==> src/rtl/mem_arbiter.sv <==
// Round-robin arbiter/sequencer for two single-word memory requesters; done arrives WAIT+2 cycles after a sampled req.
// No backpressure: a losing or late request simply stays pending until the next IDLE sample.
module mem_arbiter #(
  parameter int AW   = 12,
  parameter int DW   = 16,
  parameter int WAIT = 1
) (
  input  logic          CLK,
  input  logic          RST,
  input  logic          cpu_req,
  input  logic          cpu_we,
  input  logic [AW-1:0] cpu_addr,
  input  logic [DW-1:0] cpu_wdata,
  output logic          cpu_gnt,
  output logic          cpu_done,
  output logic [DW-1:0] cpu_rdata,
  input  logic          io_req,
  input  logic          io_we,
  input  logic [AW-1:0] io_addr,
  input  logic [DW-1:0] io_wdata,
  output logic          io_gnt,
  output logic          io_done,
  output logic [DW-1:0] io_rdata,
  output logic          mem_en,
  output logic          mem_we,
  output logic [AW-1:0] mem_addr,
  output logic [DW-1:0] mem_wdata,
  input  logic [DW-1:0] mem_rdata,
  output logic          busy
);

  typedef enum logic [1:0] {IDLE, ACCESS, DONE} state_t;

  localparam logic [3:0] WAIT_C = 4'(WAIT);

  state_t        state_q, state_d;
  logic          own_io_q, own_io_d;
  logic          last_io_q, last_io_d;
  logic          we_q, we_d;
  logic [AW-1:0] addr_q, addr_d;
  logic [DW-1:0] wdata_q, wdata_d;
  logic [3:0]    cnt_q, cnt_d;
  logic [DW-1:0] cpu_rdata_q, cpu_rdata_d;
  logic [DW-1:0] io_rdata_q, io_rdata_d;
  logic          pick_io;

  always_comb begin
    state_d     = state_q;
    own_io_d    = own_io_q;
    last_io_d   = last_io_q;
    we_d        = we_q;
    addr_d      = addr_q;
    wdata_d     = wdata_q;
    cnt_d       = cnt_q;
    cpu_rdata_d = cpu_rdata_q;
    io_rdata_d  = io_rdata_q;
    // IO wins only when alone or when the CPU was served last
    pick_io     = io_req && (!cpu_req || !last_io_q);
    case (state_q)
      IDLE: begin
        if (cpu_req || io_req) begin
          own_io_d = pick_io;
          we_d     = pick_io ? io_we    : cpu_we;
          addr_d   = pick_io ? io_addr  : cpu_addr;
          wdata_d  = pick_io ? io_wdata : cpu_wdata;
          cnt_d    = WAIT_C;
          state_d  = ACCESS;
        end
      end
      ACCESS: begin
        if (cnt_q == 4'd0) begin
          if (!we_q) begin
            if (own_io_q) io_rdata_d  = mem_rdata;
            else          cpu_rdata_d = mem_rdata;
          end
          last_io_d = own_io_q;
          state_d   = DONE;
        end else begin
          cnt_d = cnt_q - 4'd1;
        end
      end
      DONE:    state_d = IDLE;
      default: state_d = IDLE;
    endcase
  end

  always_ff @(posedge CLK or posedge RST) begin
    if (RST) begin
      state_q     <= IDLE;
      own_io_q    <= 1'b0;
      last_io_q   <= 1'b1;
      we_q        <= 1'b0;
      addr_q      <= '0;
      wdata_q     <= '0;
      cnt_q       <= 4'd0;
      cpu_rdata_q <= '0;
      io_rdata_q  <= '0;
    end else begin
      state_q     <= state_d;
      own_io_q    <= own_io_d;
      last_io_q   <= last_io_d;
      we_q        <= we_d;
      addr_q      <= addr_d;
      wdata_q     <= wdata_d;
      cnt_q       <= cnt_d;
      cpu_rdata_q <= cpu_rdata_d;
      io_rdata_q  <= io_rdata_d;
    end
  end

  // Outputs decode straight from state so an async reset drops them immediately
  assign mem_en    = (state_q == ACCESS);
  assign mem_we    = (state_q == ACCESS) && we_q;
  assign mem_addr  = addr_q;
  assign mem_wdata = wdata_q;
  assign busy      = (state_q != IDLE);
  assign cpu_gnt   = (state_q != IDLE) && !own_io_q;
  assign io_gnt    = (state_q != IDLE) && own_io_q;
  assign cpu_done  = (state_q == DONE) && !own_io_q;
  assign io_done   = (state_q == DONE) && own_io_q;
  assign cpu_rdata = cpu_rdata_q;
  assign io_rdata  = io_rdata_q;

endmodule
==> config.mk <==
export PLATFORM = sky130hd
export DESIGN_NAME = mem_arbiter
export DESIGN_NICKNAME = d
export VERILOG_FILES = /design/src/rtl/mem_arbiter.sv
export SDC_FILE = /design/constraint.sdc
export NUM_CORES = 1
export LEC_CHECK = 0
export BUFFER_PORTS_ARGS = -buffer_cell sky130_fd_sc_hd__buf_2
export CAP_MARGIN = 40
export CORE_UTILIZATION = 42
export CTS_CLUSTER_SIZE = 25
export DETAILED_ROUTE_END_ITERATION = 10
export GPL_TIMING_DRIVEN = 1
export PLACE_DENSITY = 0.72
export SLEW_MARGIN = 20
export SYNTH_ARGS = -nofsm -noshare
export SYNTH_HDL_FRONTEND = slang
export SYNTH_SLANG_ARGS = --single-unit
==> constraint.sdc <==
create_clock -name CLK -period 2.45 [get_ports CLK]
set_clock_uncertainty 0.1 [all_clocks]
set_input_delay 0.1225 -clock CLK [delete_from_list [all_inputs] [get_ports CLK]]
set_output_delay 0.1225 -clock CLK [all_outputs]
set_load 0.02 [all_outputs]
==> results of run 1 <==
==> layer usage <==
| metal | vias to the layer above | part of all wire, % |
|---|---|---|
| met5 | - | 0 |
| met4 | 0 | 1.4 |
| met3 | 16 | 8.4 |
| met2 | 152 | 50 |
| met1 | 1423 | 40 |
| li1 | 1415 | - |
==> stage by stage <==
| stage | total power, W | setup WS (ps) |
|---|---|---|
| 2_1_floorplan | 0.003896 | 167.9 |
| 3_3_place_gp | 0.004747 | 195.5 |
| 3_5_place_dp | 0.004818 | 128.6 |
| 4_1_cts | 0.006461 | 115.3 |
| 5_1_grt | 0.006906 | 36.79 |
| 6_report | 0.006497 | 111.9 |
==> cells in the mapped netlist <==
cell type / number
nor4_1: 1
buf_6: 1
mux2_4: 10
o21bai_1: 1
nand4b_1: 1
a21bo_2: 1
buf_12: 1
a31oi_1: 29
clkbuf_1: 18
nand2b_1: 1
and2_1: 3
nand2_1: 61
a31o_2: 1
dfstp_2: 1
dfrtp_1: 68
nor2b_1: 2
nor3b_1: 2
inv_1: 6
o21ai_0: 1
a21oi_1: 32
a21boi_0: 1
or4_4: 1
and3b_1: 1
or3b_4: 1
or4_1: 1
nor3_1: 2
nor2_1: 3
buf_2: 1
a221o_1: 1
ha_1: 2
mux2_2: 24
or2_2: 1
or3_1: 1
==> where the power goes <==
group,internal [W],switching (W)
clock,0.000708,0.000424
combinational,0.00153,0.00175
sequential,0.00173,0.000359
==> state kept, by name, indices dropped and copies added, names as in the netlist <==
name	flops
cpu_rdata	16
io_rdata	16
mem_wdata	16
mem_addr	12
cnt_q	4
state_q	2
last_io_q	1
own_io_q	1
we_q	1
==> timing repair <==
action                     in CTS  in global routing
hold endpoints to repair       83                  0
setup endpoints to repair       0                 14
resized for setup               0                  1
hold buffers                   75                  0
==> final cells by class <==
class                   instances  area share [%]
clock buffers                  11           2.912
inverters                       6          0.4639
repair buffers                226           31.39
clock inverters                 5           2.191
multi-input cells             185           24.97
well taps                      96           2.474
flip-flops and latches         69           35.59
==> kinds of logic (layout without fill, tap and decap cells) <==
logic type | Yosys count | after routing | share of synthesized area, %
buffers and inverters | 27 | 248 | 4.131
flip-flops | 69 | 69 | 56.48
AO/OA/AOI/OAI | 67 | 67 | 12.76
adder cells (fa/ha/maj) | 2 | 2 | 0.8179
multiplexers | 34 | 34 | 13.74
AND/OR/NAND/NOR | 82 | 82 | 12.07
==> worst register-to-register path, cell delays in order (launching register included) <==
cell,delay [ps]
dfrtp_1,390
inv_1,110
ha_1,210
or3b_4,400
or4_4,650
mux2_4,360
==> worst paths after layout <==
kind                            slack [ps]           end  cells after the start        start
max in group asynchronous             1230     last_io_q                      4          RST
worst max-delay path                   110  cpu_rdata[5]                      5     cnt_q[0]
min in group CLK                       350      cnt_q[2]                      4       io_req
worst min register to register         400   io_rdata[3]                      1  io_rdata[3]
worst max register to register         110  cpu_rdata[5]                      5     cnt_q[0]
worst min-delay path                   280  cpu_rdata[8]                      3          RST
==> results.cfg, run 1 <==
[final_layout]
final_area_mm2 = 0.004855
multi_input_area_mm2 = 0.001212
area_growth_syn_to_layout_pct = 58.69
instances_no_fill = 598
seqCellArea_mm2 = 0.001728
nets = 577
fin_util_pct = 70.29
layout_common_cells = buf_2, dlygate4sd3_1, dfrtp_1
layout-drive-gt1-share_pct = 41.83
fillCellCount = 546
n_antenna_cell = 0
final_common_cell = buf_2

[hold_path]
hp-class = in -> async

[sta]
final-max-slew-violation-count = 0
slew_headroom_pct = 61.54
fin_tns_setup_ps = 0
hold_violations = 0
final.min_clock_period_ps = 2338
worstMarginPinSlew_ps = 576.9
grt_setup_unrepaired = no
final.period_utilization_pct = 95.43
max_freq_mhz = 427.7
setup_viol = 0
hold_slack_ps = 277.6

[global_route]
busiest_layer = met2
grtUsageMet2_pct = 42.90
grt_start_max_net_pins = 35
grt-ovfl-total = 0
grt_pass1_vias = 3087
grt_pass1_wl_um = 14170
gr-usage-met1_pct = 28.30
grt_antenna_before_repair = 0
grt.total_usage_pct = 24.28
met3_usage_pct = 6.919

[place]
numPortBuffers = 144
placed_area_mm2 = 0.003855
gp_congestion = 0.8080
place_inst = 507
place_hpwl_um = 5210

[run_status]
outcome = finished, final reports clean

[synthesis]
syn_inst = 281
synth_area_leader_cell = dfrtp_1
synth_seq_cells = 69
synth.top_cell.area_share_pct = 55.62
syn-num-nets = 361
ys.warnings.count = 0
netlist_area_mm2 = 0.003059
yosysSeqAreaShare_pct = 56.48
avgSynthCellArea_um2 = 10.89
synth_area_leaders = dfrtp_1, mux2_2, nand2_1
synthDistinctLibCells = 33

[clocking]
cts_tree = yes
cts.sinks = 69
h-tree-depth = 3
clkSlewWorstSetupHoldPaths_ps = 70
post_cts_buffers = 0
clk_latency_ps = 340
ctsLongestPathBuffers = 2
clockRootBuffer = clkbuf_8
tritoncts.num_buffers = 9

[routing]
drt-total-wl_um = 8845
wire_per_inst_um = 14.79
firstDrtPassIters = 4
avgViaCountPerCell = 5.027
vias = 3006
antenna_left = 0
drt-initial-drc-count = 103
drc = 0

[worst_setup_path]
cp-start-kind = flip-flop
path_class = reg -> reg
slowest_stage = or4_4
worstPathMaxFanout = 16
worstSetupEndpointType = flip-flop
cp.arrival_ps = 2450
critPathBufInv = 1
worst_path_largest_cell_delay_ps = 650
cp_top_family = simple AND/OR/NAND/NOR gates
crit_path_cell_trace = inv_1, ha_1, or3b_4, or4_4, mux2_4
required_ps = 2570

[power_and_ir_drop]
pwr_density_cell_mw_per_mm2 = 1338
ir_worst_vdd_mv = 0.6637
p_leak_nw = 2.342

[floorplan]
core_mm2 = 0.006907
dieHeight_um = 87.35
fp.dieArea_mm2 = 0.007629
rows = 30
die_w_um = 87.35
initial_core_util_pct = 44.29
io_pins = 145

[run]
max_cap_violations = 0
No activity file was read; power rests on OpenSTA's default activity.
==> run 2: changes to the inputs <==
--- a/config.mk
+++ b/config.mk
@@ -12,6 +12,7 @@
 export DETAILED_ROUTE_END_ITERATION = 10
 export GPL_TIMING_DRIVEN = 1
 export PLACE_DENSITY = 0.72
+export RECOVER_POWER = 100
 export SLEW_MARGIN = 20
 export SYNTH_ARGS = -nofsm -noshare
 export SYNTH_HDL_FRONTEND = slang
==> results.cfg, run 2 (synthesis results as in run 1) <==
[place]
place_hpwl_um = 5210
numPortBuffers = 144
place_ws_ps = 128.6
gp_congestion = 0.8080

[sta]
max_freq_mhz = 425.9
slew_headroom_pct = 41.83
final-max-slew-violation-count = 0
worstMarginPinSlew_ps = 871.5
final.period_utilization_pct = 95.83
hold_violations = 0
final.min_clock_period_ps = 2348
setup_viol = 0
hold_slack_ps = 336.2
grt_setup_unrepaired = no
fin_tns_setup_ps = 0
setup_ws_ps = 102.2

[hold_path]
hold_end = cnt_q[2]
hp-class = in -> reg
min_from = io_req
holdPathStages = 4

[global_route]
grt_pass1_vias = 3087
grt_start_max_net_pins = 35
grt_pass1_wl_um = 14170
grt_antenna_before_repair = 0
grt-ovfl-total = 0
grt.total_usage_pct = 24.28

[power_and_ir_drop]
p_leak_nw = 2.165
switching_share_pct = 40.08
pwr_density_cell_mw_per_mm2 = 1332
internal_power_w = 0.003798
share_seq_of_total_power_pct = 33.1
pwr-share-clk_pct = 17.8
ir_worst_vdd_mv = 0.6348
p_comb_share_pct = 49.2
p_switching_w = 0.002540

[floorplan]
io_pins = 145
fp.dieArea_mm2 = 0.007629
initial_core_util_pct = 44.29
core_mm2 = 0.006907
dieHeight_um = 87.35
die_w_um = 87.35
rows = 30

[final_layout]
layout-drive-gt1-share_pct = 28.29
nets = 577
n_antenna_cell = 0
area_growth_syn_to_layout_pct = 55.54
final_common_cell = buf_2
fillCellCount = 597
layout_common_cells = buf_2, dlygate4sd3_1, dfrtp_1

[worst_setup_path]
cp-start-kind = flip-flop
cp.arrival_ps = 2460
rr_endpoint = cpu_rdata[4]
path_class = reg -> reg
worstPathMaxFanout = 16
required_ps = 2560
r2r_slack_ps = 100
reg2reg_depth = 5
worstSetupEndpointType = flip-flop
timing.rr.start = cnt_q[0]

[clocking]
clkSlewWorstSetupHoldPaths_ps = 70
cts.sinks = 69
cts_tree = yes
tritoncts.num_buffers = 9
clockRootBuffer = clkbuf_8
ctsLongestPathBuffers = 2
clk_latency_ps = 330
h-tree-depth = 3

[routing]
drt-total-wl_um = 8870
antenna_left = 0
wire_per_inst_um = 14.83
drt-initial-drc-count = 105
wl_met2_um = 4457
m1WireLength_um = 3500
routed-wl-met3_um = 814
vias = 3023
top_layer = met4
avgViaCountPerCell = 5.055
firstDrtPassIters = 4
drc = 0

[run]
max_cap_violations = 0

[run_status]
outcome = finished, final reports clean
==> run 2: cell count changes in the layout (fill, tap and decap cells not counted), sizes merged <==
cell | before | now
clkbuf | 11 | 80
buf | 151 | 82
==> run 2: worst max-delay path, stage by stage (launching register included) <==
cell and delay, ps:
dfrtp_1 390, inv_1 110, ha_1 210, or3b_1 400, or4_4 670, mux2_4 350
==> run 2: power groups by stage <==
stage	combinational [W]	sequential, W	clock, W
after floorplan	0.00124	0.00265	0
after global placement	0.00268	0.00207	0
after detailed placement	0.00275	0.00207	0
after CTS	0.00324	0.00206	0.00115
after global routing	0.00338	0.00216	0.00121
final	0.00312	0.00210	0.00113
==> run 2: area by class of cell <==
class                      instances  area (µm²)  share of cell area, %
clock buffer                      11       141.4                  2.971
tap                               96       120.1                  2.524
timing repair buffer             226        1433                  30.11
multi-input combinational        185        1207                  25.37
inverter                           6       22.52                 0.4733
sequential                        69        1728                  36.31
clock inverter                     5       106.4                  2.235
==> run 2: through the flow <==
step / std cells / power (W) / utilization (%) / instance area (µm²)
floorplan: 281 / 0.003896 / - / 3059
global placement: 507 / 0.004747 / 55.82 / 3855
detailed placement: 507 / 0.004818 / 55.82 / 3855
CTS: 598 / 0.006461 / 70.27 / 4853
global route: 598 / 0.006752 / 68.89 / 4758
finish: 598 / 0.006339 / 68.89 / 4758
==> run 2: per-layer routing <==
metal / GRT usage [%] / vias to the layer above
met2: 42.90 / 166
met3: 6.919 / 13
met1: 28.30 / 1429
met4: 7.899 / 0
met5: 0 / -
li1: - / 1415
==> run 2: timing repair <==
action                                  4_1_cts  5_1_grt
setup buffers                                 0        0
endpoints found under the setup margin        0       14
hold endpoints to repair                     83        0
hold buffers                                 75        0
gates resized for setup                       0        1
==> run 2: worst max-delay path by stage <==
stage,from,end,slack (ps),cells past startpoint
2_1_floorplan,cnt_q[0],cpu_rdata[0],170,7
3_3_place_gp,cnt_q[0],cpu_rdata[3],200,5
3_5_place_dp,cnt_q[0],cpu_rdata[8],130,5
4_1_cts,cnt_q[0],cpu_rdata[0],120,5
5_1_grt,state_q[1],mem_wdata[10],20,5
6_report,cnt_q[0],cpu_rdata[4],100,5
